--- config.mk ---
export PLATFORM = sky130hd
export DESIGN_NAME = sound_mailbox
export DESIGN_NICKNAME = d
export VERILOG_FILES = /design/src/rtl/sound_pkg.sv /design/src/rtl/edge_rise.sv /design/src/rtl/sound_mailbox.sv
export SDC_FILE = /design/constraint.sdc
export NUM_CORES = 1
export LEC_CHECK = 0
export ABC_AREA = 1
export BUFFER_PORTS_ARGS = -buffer_cell sky130_fd_sc_hd__buf_2
export CAP_MARGIN = 10
export CORE_MARGIN = 8
export CORE_UTILIZATION = 55
export CTS_CLUSTER_DIAMETER = 40
export DETAILED_ROUTE_END_ITERATION = 10
export GPL_TIMING_DRIVEN = 0
export PLACE_DENSITY_LB_ADDON = 0.05
export SYNTH_ARGS = -nofsm -noshare
export SYNTH_HDL_FRONTEND = slang
export SYNTH_SLANG_ARGS = --single-unit
--- constraint.sdc ---
create_clock -name clk -period 3 [get_ports clk]
set_input_delay 0.6 -clock clk [delete_from_list [all_inputs] [get_ports clk]]
set_output_delay 0.6 -clock clk [all_outputs]
set_load 0.1 [all_outputs]
--- src/rtl/sound_pkg.sv ---
// Shared constants and types for the M68K-to-Z80 sound mailbox.
package sound_pkg;

    localparam int          BANK_W          = 5;
    localparam int          LATCH_W         = 8;
    localparam logic [15:0] IRQ_DIV_DEFAULT = 16'd3200;

    // HELD blocks capture until the M68K select has been seen low again.
    typedef enum logic {
        WR_ARMED = 1'b0,
        WR_HELD  = 1'b1
    } wr_arm_e;

    function automatic logic [BANK_W-1:0] bank_field(input logic [LATCH_W-1:0] data);
        return data[BANK_W-1:0];
    endfunction

endpackage

--- src/rtl/edge_rise.sv ---
// Registered 1-bit rising-edge detector; the pulse is high on the first cycle the input is seen high.
module edge_rise (
    input  logic clk,
    input  logic reset_n,
    input  logic d_i,
    output logic rise_o
);

    logic d_q;

    // Previous-cycle copy of the input.
    always_ff @(posedge clk or negedge reset_n) begin
        if (!reset_n) begin
            d_q <= 1'b0;
        end else begin
            d_q <= d_i;
        end
    end

    assign rise_o = d_i & ~d_q;

endmodule

--- src/rtl/sound_mailbox.sv ---
// M68K -> Z80 sound command latch with pending/overrun flags, Z80 ROM bank register and periodic IRQ timer.
module sound_mailbox
    import sound_pkg::*;
#(
    parameter logic [15:0] IRQ_DIV      = 16'd3200,
    parameter logic        NMI_ON_WRITE = 1'b1
) (
    input  logic               clk,
    input  logic               reset_n,
    input  logic               m68k_latch_cs,
    input  logic               m68k_lds_n,
    input  logic [LATCH_W-1:0] m68k_dout,
    input  logic               z80_latch_cs,
    input  logic               z80_latch_clr_cs,
    input  logic               z80_bank_set_cs,
    input  logic [LATCH_W-1:0] z80_dout,
    input  logic               z80_m1_n,
    input  logic               z80_iorq_n,
    output logic [LATCH_W-1:0] z80_latch_dout,
    output logic [BANK_W-1:0]  z80_bank,
    output logic               z80_nmi_n,
    output logic               z80_irq_n,
    output logic               latch_pending,
    output logic               latch_overrun
);

    wr_arm_e            wr_arm_q, wr_arm_d;
    logic [LATCH_W-1:0] latch_q, latch_d;
    logic               pending_q, pending_d;
    logic               overrun_q, overrun_d;
    logic [BANK_W-1:0]  bank_q, bank_d;
    logic [15:0]        cnt_q, cnt_d;
    logic               irq_req_q, irq_req_d;
    logic               capture_s, clr_rise_s, bank_rise_s, wrap_s, ack_s;

    // Z80 reads are pure data-bus reads and need no state here.
    logic unused_s;
    assign unused_s = &{1'b0, z80_latch_cs};

    edge_rise u_clr_edge (
        .clk     (clk),
        .reset_n (reset_n),
        .d_i     (z80_latch_clr_cs),
        .rise_o  (clr_rise_s)
    );

    edge_rise u_bank_edge (
        .clk     (clk),
        .reset_n (reset_n),
        .d_i     (z80_bank_set_cs),
        .rise_o  (bank_rise_s)
    );

    // Write arming: one capture per select assertion.
    always_comb begin
        wr_arm_d  = wr_arm_q;
        capture_s = 1'b0;
        case (wr_arm_q)
            WR_ARMED: begin
                if (m68k_latch_cs && !m68k_lds_n) begin
                    capture_s = 1'b1;
                    wr_arm_d  = WR_HELD;
                end else begin
                    wr_arm_d  = WR_ARMED;
                end
            end
            WR_HELD: begin
                if (!m68k_latch_cs) begin
                    wr_arm_d = WR_ARMED;
                end else begin
                    wr_arm_d = WR_HELD;
                end
            end
            default: wr_arm_d = WR_HELD;
        endcase
    end

    // Latch, flags and bank next state; a capture beats a simultaneous clear.
    always_comb begin
        latch_d   = latch_q;
        pending_d = pending_q;
        overrun_d = overrun_q;
        bank_d    = bank_q;
        if (capture_s) begin
            latch_d   = m68k_dout;
            pending_d = 1'b1;
            overrun_d = overrun_q | pending_q;
        end else if (clr_rise_s) begin
            pending_d = 1'b0;
        end else begin
            pending_d = pending_q;
        end
        if (bank_rise_s) begin
            bank_d = bank_field(z80_dout);
        end else begin
            bank_d = bank_q;
        end
    end

    // Free-running IRQ divider; a wrap beats a coincident acknowledge.
    always_comb begin
        ack_s     = !z80_m1_n && !z80_iorq_n;
        wrap_s    = (cnt_q == (IRQ_DIV - 16'd1));
        cnt_d     = cnt_q + 16'd1;
        irq_req_d = irq_req_q;
        if (wrap_s) begin
            cnt_d     = 16'd0;
            irq_req_d = 1'b1;
        end else if (ack_s) begin
            irq_req_d = 1'b0;
        end else begin
            irq_req_d = irq_req_q;
        end
    end

    // State registers; wr_arm comes out of reset blocked so a held select is not captured.
    always_ff @(posedge clk or negedge reset_n) begin
        if (!reset_n) begin
            wr_arm_q  <= WR_HELD;
            latch_q   <= 8'h00;
            pending_q <= 1'b0;
            overrun_q <= 1'b0;
            bank_q    <= 5'd0;
            cnt_q     <= 16'd0;
            irq_req_q <= 1'b0;
        end else begin
            wr_arm_q  <= wr_arm_d;
            latch_q   <= latch_d;
            pending_q <= pending_d;
            overrun_q <= overrun_d;
            bank_q    <= bank_d;
            cnt_q     <= cnt_d;
            irq_req_q <= irq_req_d;
        end
    end

    assign z80_latch_dout = latch_q;
    assign z80_bank       = bank_q;
    assign latch_pending  = pending_q;
    assign latch_overrun  = overrun_q;
    assign z80_nmi_n      = !(pending_q && NMI_ON_WRITE);
    assign z80_irq_n      = !irq_req_q;

endmodule
# Yosys cells after proc, flatten, opt, wreduce, memory -nomap -nowiden
# Index checks and enable logic that the tools add are counted.
# word_totals
ff_bits	35
inputBits	25
output_inout_bits	17
elab_cells	35
# classes
addsub	1
eq_ne	1
n_mux	9
n_bitwise	6
n_reduce_logical	9
# ops
cell	n
$add 16x1->16 const B	1
$eq 16x12->1 const B	1
$mux 16	1
$mux 1	7
$logic_not 1->1	5
$reduce_bool 2->1	2
$not 1->1	3
$and 1x1->1	2
$logic_and 1x1->1	2
$pmux 1 s2	1
$or 1x1->1	1

# Depth between registers and ports, before layout
# Gate-level depths: netlist (run 1).
# depth
word_depth	5
mapped_depth	8
ltp_nobuf	8

# Modules after synthesis
# From an unflattened synthesis (run 1), not the netlist that was laid out.
# unflattened
hier_cells	183
hier_area_um2	1597.8
# modules_own_cells
module	n_inst	cells_each	area_per_inst_um2	seq_area_each_um2
sound_mailbox	1	177	1527.7	827.0
edge_rise	2	3	35.0	25.0

# Worst setup path after synthesis (run 1)
# OpenSTA, ideal clock, no wires.
# synth_path
kind	reg-to-output
startpoint	register pending_q, in the netlist latch_pending
endpoint	output port z80_nmi_n
arrival_ns	1.584
required_ns	2.400
setup_slack_ns	0.816
path_stages_with_launch	2
n_path_buf	0
cell_sequence	dfrtp_1 inv_1
# synth_between
elab_chain_cells	1
# synth_rtl
element	line_no	rtl
from (decl)	sound_mailbox.sv:29	logic pending_q, pending_d;
from (signal assigned)	sound_mailbox.sv:129	pending_q <= pending_d;
$logic_not 1->1	sound_mailbox.sv:141	assign z80_nmi_n = !(pending_q && NMI_ON_WRITE);
to (decl)	sound_mailbox.sv:21	output logic z80_nmi_n,
# Every way passes these cells.

# Worst setup path after layout (run 1)
# Ends and elaborated chain as after synthesis.

==> impl_metrics.env, run 1 <==
export IMPL_routed_wire_length_per_instance_um=12.1
export IMPL_ioPinCount=42
export IMPL_insertedDiodeCount=0
export IMPL_final_nets=249
export IMPL_worstPathArrival_ps=1230
export IMPL_timing_hold_violations_final=0
export IMPL_min_delay_path_class="in2async"
export IMPL_dpl_instance_area_sq_mm=0.00178
export IMPL_critical_path_cell_chain="inv_1, buf_2"
export IMPL_core_area_sq_mm=0.00273
export IMPL_dr_pass1_iters=4
export IMPL_initial_util_pct=57.0
export IMPL_synth_warning_count=0
export IMPL_fp_dieW_um=69.2
export IMPL_clockBufferDepth=2
export IMPL_tritoncts_num_sinks=35
export IMPL_cp_start_kind="flop"
export IMPL_number_of_cells_produced_by_synthesis=179
export IMPL_gp_congestion=0.782
export IMPL_post_route_cells_drive_above_1_share_pct=25.9
export IMPL_groute_layer_met3_usage_pct=4.01
export IMPL_timing_critical_path_slowest_stage_cell="sky130_fd_sc_hd__buf_2"
export IMPL_min_period_over_period_pct=60.9
export IMPL_ys_ff_latch=35
export IMPL_tritoncts="done"
export IMPL_global_route_usage_met2_pct=22.7
export IMPL_rsz0062_at_grt="false"
export IMPL_area_contributors_post_synth="sky130_fd_sc_hd__dfrtp_1, sky130_fd_sc_hd__nand2_1, sky130_fd_sc_hd__nor2_1"
export IMPL_gr_usage_met1_pct=14.3
export IMPL_largest_net_degree_at_the_start_of_global_routing=36
export IMPL_netlist_area_leader_share_pct=54.6
export IMPL_layout_min_cycle_time_ps=1830
export IMPL_post_cts_clock_slew_at_the_launch_and_capture_registers_of_the_worst_setup_and_hold_paths_ps=110
export IMPL_crit_path_end_kind="output port"
export IMPL_syn_nets=205
export IMPL_finClkSkew_ps=11.5
export IMPL_powerDensity_mw_per_mm2=649
export IMPL_route_detailed_vias_per_inst=4.94
export IMPL_detail_route_drc_violations=0
export IMPL_synthesis_area_per_instance_sq_um=8.71
export IMPL_vdd_ir_drop_max_mv=0.819
export IMPL_cap_viol_max_count=0
export IMPL_port_buffers=37
export IMPL_clk_root_buffer_cell="sky130_fd_sc_hd__clkbuf_4"
export IMPL_grt_pass1_wl_um=5330
export IMPL_run_status="finished clean"
export IMPL_ant_nets=0
export IMPL_postCtsHoldBufs=0
export IMPL_achievable_frequency_mhz=548
export IMPL_critPathKind="reg2out"
export IMPL_drt_wl_total_um=3090
export IMPL_power_leakage_nw=1.02
export IMPL_grt_remaining_overflow=0
export IMPL_h_tree_depth=2
export IMPL_dp_hpwl_um=2350
export IMPL_globalRoute_busiestLayer="met2"
export IMPL_max_slew_worst_pin_slew_ps=747
export IMPL_setup_viol_count_final=0
export IMPL_cp_slowest_stage_delay_ps=420
export IMPL_ys_seq_area_share_pct=56.3
export IMPL_slew_violations=0
export IMPL_core_rowCount=19
export IMPL_area_growth_synth_to_final_pct=19.9
export IMPL_number_of_antenna_violations_at_the_first_check_in_global_routing=0
export IMPL_die_height_um=69.2
export IMPL_synth_distinct_cells=19
export IMPL_die_area_sq_mm=0.00479
export IMPL_yosys_top_cell_by_area="sky130_fd_sc_hd__dfrtp_1"
export IMPL_grt_pass1_vias=1307
export IMPL_number_of_drc_markers_after_the_initial_detailed_route_iteration=55
export IMPL_clkLatencyLatePin_ps=340
export IMPL_worst_slew_margin_rel_pct=50.2
export IMPL_layout_cell_area_non_filler_sq_mm=0.00187
export IMPL_netlist_area_sq_mm=0.00156
export IMPL_post_cts_repair_setup_buffers=0
export IMPL_track_usage_pct=13.4
export IMPL_worstPathMaxFanout=3
export IMPL_cts_buffers=5
export IMPL_fin_setup_tns_ps=0
export IMPL_detailroute_via_count=1259
export IMPL_timing_critical_path_required_ps=2400
export IMPL_cts_repair_resize_count=0
## worst max-delay path: cells and delay by family (launching register included)
| family | cells | cell delay [ps] |
|---|---|---|
| buffers and inverters | 2 | 490 |
| flip-flops | 1 | 390 |
## kinds of logic after synthesis
logic type	after synthesis	share of synthesized area [%]
muxes	5	3.61
buffers and inverters	24	5.78
xor gates and xnor gates	6	3.37
and+or+nand+nor	102	27.8
DFF	35	56.3
AOI/OAI and AO/OA	6	2.41
adders and majority gates	1	0.802
## state kept, by name (all words and copies together), names as in the netlist
signal / count
irq_req_q: 1
latch_pending: 1
latch_overrun: 1
cnt_q: 16
z80_latch_dout: 8
u_clr_edge.d_q: 1
u_bank_edge.d_q: 1
wr_arm_q: 1
z80_bank: 5
## cell usage in the layout, fill, tap and decap left out
master                       n
sky130_fd_sc_hd__buf_2      37
sky130_fd_sc_hd__nor2_1     26
sky130_fd_sc_hd__o21ai_0     2
sky130_fd_sc_hd__clkinv_2    1
sky130_fd_sc_hd__nor3_1      1
sky130_fd_sc_hd__ha_1        1
sky130_fd_sc_hd__clkbuf_4    5
sky130_fd_sc_hd__inv_1      23
sky130_fd_sc_hd__nor2_2      3
sky130_fd_sc_hd__nand4_1     3
sky130_fd_sc_hd__clkinv_1    1
sky130_fd_sc_hd__nand3_1    15
sky130_fd_sc_hd__dfstp_2     1
sky130_fd_sc_hd__bufinv_16   1
sky130_fd_sc_hd__a21oi_1     1
sky130_fd_sc_hd__o21bai_1    3
sky130_fd_sc_hd__nand2_1    50
sky130_fd_sc_hd__xnor2_1     1
sky130_fd_sc_hd__nor2_4      1
sky130_fd_sc_hd__xor2_1      5
sky130_fd_sc_hd__clkbuf_8    1
sky130_fd_sc_hd__dfrtp_1    34
sky130_fd_sc_hd__nand2_2     3
sky130_fd_sc_hd__mux2_2      5
## path summary, 6_finish.rpt
check | from | endpoint | slack (ps) | depth (start not counted)
worst max-delay path | latch_pending | z80_nmi_n | 1170 | 2
worst min-delay path | reset_n | cnt_q[13] | 310 | 1
worst max register to register | cnt_q[0] | cnt_q[14] | 1620 | 6
worst min register to register | z80_latch_dout[5] | z80_latch_dout[5] | 470 | 2
max in group asynchronous | reset_n | cnt_q[6] | 2210 | 1
min in group clk | z80_bank_set_cs | u_bank_edge.d_q | 380 | 1
## area by class of cell
| cell class | instances | area, sq um |
|---|---|---|
| sequential | 35 | 877 |
| fill | 225 | 865 |
| multi-input combinational | 120 | 592 |
| timing repair buffer | 37 | 185 |
| inverter | 24 | 90.1 |
| clock buffer | 6 | 51.3 |
| tap | 31 | 38.8 |
| clock inverter | 2 | 35.0 |
## through the flow
| stage | utilization (%) | hold WS (ps) | std cells | total power, mW | setup WS (ps) |
|---|---|---|---|---|---|
| floorplan | - | 304 | 179 | 0.804 | 816 |
| global placement | 65.2 | 449 | 247 | 0.867 | 1540 |
| detailed placement | 65.2 | 454 | 247 | 0.873 | 1470 |
| CTS | 68.4 | 328 | 255 | 1.23 | 1140 |
| global route | 68.4 | 353 | 255 | 1.25 | 1120 |
| finish | 68.4 | 306 | 255 | 1.21 | 1170 |
## power breakdown
group          internal (mW)  switching (mW)
sequential             0.505          0.0153
clock                  0.197           0.156
combinational         0.0489           0.291
total                  0.750           0.463
## layer usage
| metal | wire, um | part of all wire, % |
|---|---|---|
| met5 | 0 | 0 |
| met4 | 66 | 2.1 |
| met3 | 116 | 3.8 |
| met2 | 1630 | 53 |
| met1 | 1280 | 41 |
## synth_stat cells
cell and number:
sky130_fd_sc_hd__a21oi_1 1, sky130_fd_sc_hd__clkinv_1 1, sky130_fd_sc_hd__dfrtp_1 34, sky130_fd_sc_hd__dfstp_2 1, sky130_fd_sc_hd__ha_1 1, sky130_fd_sc_hd__inv_1 23
sky130_fd_sc_hd__mux2_2 5, sky130_fd_sc_hd__nand2_1 50, sky130_fd_sc_hd__nand2_2 3, sky130_fd_sc_hd__nand3_1 15, sky130_fd_sc_hd__nand4_1 3, sky130_fd_sc_hd__nor2_1 26
sky130_fd_sc_hd__nor2_2 3, sky130_fd_sc_hd__nor2_4 1, sky130_fd_sc_hd__nor3_1 1, sky130_fd_sc_hd__o21ai_0 2, sky130_fd_sc_hd__o21bai_1 3, sky130_fd_sc_hd__xnor2_1 1
sky130_fd_sc_hd__xor2_1 5
(Power assumes the default switching activity.)
==> inputs of run 2 (changes only) <==
Settings changed: ABC_AREA 1 to 0, CORE_UTILIZATION 55 to 50.
Clock period 3 ns to 1.7 ns, I/O delays scaled along.
==> run 2 against run 1 <==
Core utilization down 4.0 points; synthesized area down 8.5%; setup slack worse by 1100 ps; hold slack worse by 270 ps; global-route usage down 1.4 points; clock-buffer cell count down 1; power up 91%; flip-flop and latch count unchanged; critical path type unchanged; critical endpoint unchanged; largest power group unchanged.
==> impl_metrics.env, run 2 <==
export IMPL_run_status="finished clean"
export IMPL_synthesis_area_per_instance_sq_um=13.1
export IMPL_synth_edff_count=0
export IMPL_synth_compound_area_share_pct=1.93
export IMPL_worstPathArrival_ps=1260
export IMPL_synth_distinct_cells=23
export IMPL_layout_cell_area_non_filler_sq_mm=0.00176
export IMPL_ys_async_sr_fraction_pct=100
export IMPL_number_of_cells_produced_by_synthesis=109
export IMPL_number_of_drc_markers_after_the_initial_detailed_route_iteration=31
export IMPL_h_tree_depth=2
export IMPL_rsz0062_at_grt="false"
export IMPL_detailroute_via_count=944
export IMPL_worst_slew_margin_rel_pct=50.7
export IMPL_largest_net_degree_at_the_start_of_global_routing=36
export IMPL_dp_hpwl_um=1920
export IMPL_post_route_cells_drive_above_1_share_pct=42.2
export IMPL_min_period_over_period_pct=94.3
export IMPL_top_register="cnt_q"
export IMPL_track_usage_pct=12.1
export IMPL_core_area_sq_mm=0.00273
export IMPL_fin_setup_tns_ps=0
export IMPL_achievable_frequency_mhz=624
export IMPL_fraction_of_power_spent_switching_nets_pct=37.1
export IMPL_routed_wire_length_per_instance_um=14.3
export IMPL_cts_repair_resize_count=0
export IMPL_insertedDiodeCount=0
export IMPL_clkLatencyLatePin_ps=350
export IMPL_route_detailed_vias_per_inst=5.10
export IMPL_layout_min_cycle_time_ps=1600
export IMPL_flip_flop_count_of_the_largest_register_after_layout=16
export IMPL_vdd_ir_drop_max_mv=0.980
export IMPL_fp_dieW_um=69.4
export IMPL_synth_simple_gate_area_share_pct=15.2
export IMPL_powerDensity_mw_per_mm2=1320
export IMPL_postCtsHoldBufs=0
export IMPL_final_hold_worst_slack_ps=36.8
export IMPL_clockBufferDepth=2
export IMPL_number_of_antenna_violations_at_the_first_check_in_global_routing=0
export IMPL_final_nets=179
export IMPL_port_buffers=37
export IMPL_cp_start_kind="flop"
export IMPL_area_contributors_post_synth="sky130_fd_sc_hd__dfrtp_1, sky130_fd_sc_hd__mux2_2, sky130_fd_sc_hd__xnor2_1"
export IMPL_share_seq_of_total_power_pct=39.9
export IMPL_timing_critical_path_required_ps=1360
export IMPL_final_common_cell="sky130_fd_sc_hd__buf_2"
export IMPL_min_delay_path_class="in2async"
export IMPL_cap_viol_max_count=0
export IMPL_drt_wl_total_um=2640
export IMPL_initial_util_pct=52.2
export IMPL_tritoncts_num_sinks=35
export IMPL_die_height_um=69.4
export IMPL_ant_nets=0
export IMPL_max_slew_worst_pin_slew_ps=740
export IMPL_grt_remaining_overflow=0
export IMPL_share_clk_of_total_power_pct=32.1
export IMPL_ys_ff_latch=35
export IMPL_ys_seq_area_share_pct=61.5
export IMPL_p_sw_mw=0.861
export IMPL_grt_pass1_vias=1055
export IMPL_area_growth_synth_to_final_pct=23.4
export IMPL_grt_pass1_wl_um=4710
export IMPL_synth_warning_count=0
export IMPL_synth_common_cells="sky130_fd_sc_hd__dfrtp_1, sky130_fd_sc_hd__mux2_2, sky130_fd_sc_hd__nor2_1, sky130_fd_sc_hd__xnor2_1"
export IMPL_worstPathMaxFanout=4
export IMPL_synth_mux_area_fraction_pct=10.3
export IMPL_gp_congestion=0.801
export IMPL_detail_route_drc_violations=0
export IMPL_setup_viol_count_final=0
export IMPL_slew_violations=0
export IMPL_clk_root_buffer_cell="sky130_fd_sc_hd__clkbuf_4"
export IMPL_p_int_mw=1.46
export IMPL_ioPinCount=42
export IMPL_syn_nets=135
export IMPL_cts_buffers=5
export IMPL_tritoncts="done"
export IMPL_ys_dominant_reg_cell="sky130_fd_sc_hd__dfrtp_1"
export IMPL_synth_adder_area_share_pct=0.877
export IMPL_critPathKind="reg2out"
export IMPL_synth_most_common_cell="sky130_fd_sc_hd__dfrtp_1"
export IMPL_crit_path_end_kind="output port"
export IMPL_fillers=220
export IMPL_yosys_top_cell_by_area="sky130_fd_sc_hd__dfrtp_1"
export IMPL_post_cts_repair_setup_buffers=0
export IMPL_netlist_area_sq_mm=0.00143
export IMPL_netlist_area_leader_share_pct=59.6
export IMPL_post_cts_clock_slew_at_the_launch_and_capture_registers_of_the_worst_setup_and_hold_paths_ps=110
export IMPL_combinationalPowerShare_pct=28.0
export IMPL_power_leakage_nw=0.838
export IMPL_dominant_combinational_cell_family_by_area_after_synthesis="simple AND/OR/NAND/NOR gates"
export IMPL_highest_count_cells_in_the_layout_ignoring_fill_and_taps="sky130_fd_sc_hd__buf_2, sky130_fd_sc_hd__dfrtp_1, sky130_fd_sc_hd__mux2_2"
export IMPL_core_rowCount=19
export IMPL_dr_pass1_iters=4
export IMPL_die_area_sq_mm=0.00482
export IMPL_dpl_instance_area_sq_mm=0.00166
export IMPL_finClkSkew_ps=10.4
export IMPL_synthXorXnorAreaFrac_pct=8.60
export IMPL_timing_hold_violations_final=0
run 2: cell types whose count changed after synthesis, moves of 3 or more:
cell                       before  now
sky130_fd_sc_hd__inv_1         23    5
sky130_fd_sc_hd__mux2_2         5   13
sky130_fd_sc_hd__nand2_1       50    5
sky130_fd_sc_hd__nand2_2        3    0
sky130_fd_sc_hd__nand3_1       15    4
sky130_fd_sc_hd__nor2_1        26   11
sky130_fd_sc_hd__nor2_2         3    0
sky130_fd_sc_hd__nor4_1         0    3
sky130_fd_sc_hd__o21bai_1       3    0
sky130_fd_sc_hd__xnor2_1        1    9
run 2: final timing paths:
kind	startpoint	to	slack [ps]	cells past startpoint
min reg2reg	latch_overrun	latch_overrun	470	1
max reg2reg	cnt_q[0]	cnt_q[7]	210	4
min	reset_n	z80_latch_dout[5]	40	1
min in group clk	z80_bank_set_cs	u_bank_edge.d_q	100	1
max in group asynchronous	reset_n	latch_pending	1140	1
max	latch_pending	z80_nmi_n	100	2
run 2: kinds of logic after synthesis:
kind of cell	Yosys count
AO/OA/AOI/OAI	4
XOR/XNOR	14
adder cells (fa/ha/maj)	1
AND/OR/NAND/NOR	36
buffers and inverters	6
multiplexers	13
flip-flops	35
run 2: power by group through the flow:
stage / Clock [mW] / Combinational (mW) / Sequential, mW
4_1_cts: 0.764 / 0.655 / 0.928
6_report: 0.746 / 0.649 / 0.927
3_5_place_dp: 0 / 0.655 / 0.945
3_3_place_gp: 0 / 0.650 / 0.940
2_1_floorplan: 0 / 0.0924 / 1.38
5_1_grt: 0.807 / 0.672 / 0.936
run 2: routing by layer:
| metal | routed length [um] | global-route usage (%) | vias up |
|---|---|---|---|
| met5 | 0 | 0 | - |
| met3 | 288 | 6.01 | 6 |
| met1 | 1070 | 12.6 | 452 |
| met4 | 44 | 7.52 | 0 |
| met2 | 1240 | 19.0 | 32 |
| li1 | - | - | 454 |
run 2: worst max-delay path, cell delays in order (launching register included):
cell and delay [ps]:
sky130_fd_sc_hd__dfrtp_2 450, sky130_fd_sc_hd__clkinvlp_4 60, sky130_fd_sc_hd__buf_2 410
run 2: layout make-up:
cell class                      instances  area, sq um  share of cell area [%]
Timing Repair Buffer                   37          185                    10.5
Clock inverter                          3         67.6                    3.84
Buffer                                  1         5.00                   0.284
Multi-Input combinational cell         68          526                    29.9
Tap cell                               31         38.8                    2.20
Inverter                                5         22.5                    1.28
Clock buffer                            5         37.5                    2.13
Sequential cell                        35          878                    49.9
run 2: per-stage QoR:
| step | total power [mW] | cells | utilization [%] | setup slack, ps |
|---|---|---|---|---|
| after floorplan | 1.47 | 109 | - | 66.8 |
| after global placement | 1.59 | 177 | 60.5 | 212 |
| after detailed placement | 1.60 | 177 | 60.5 | 174 |
| after CTS | 2.35 | 185 | 64.4 | 81.0 |
| after global routing | 2.42 | 185 | 64.4 | 39.8 |
| final | 2.32 | 185 | 64.4 | 97.2 |
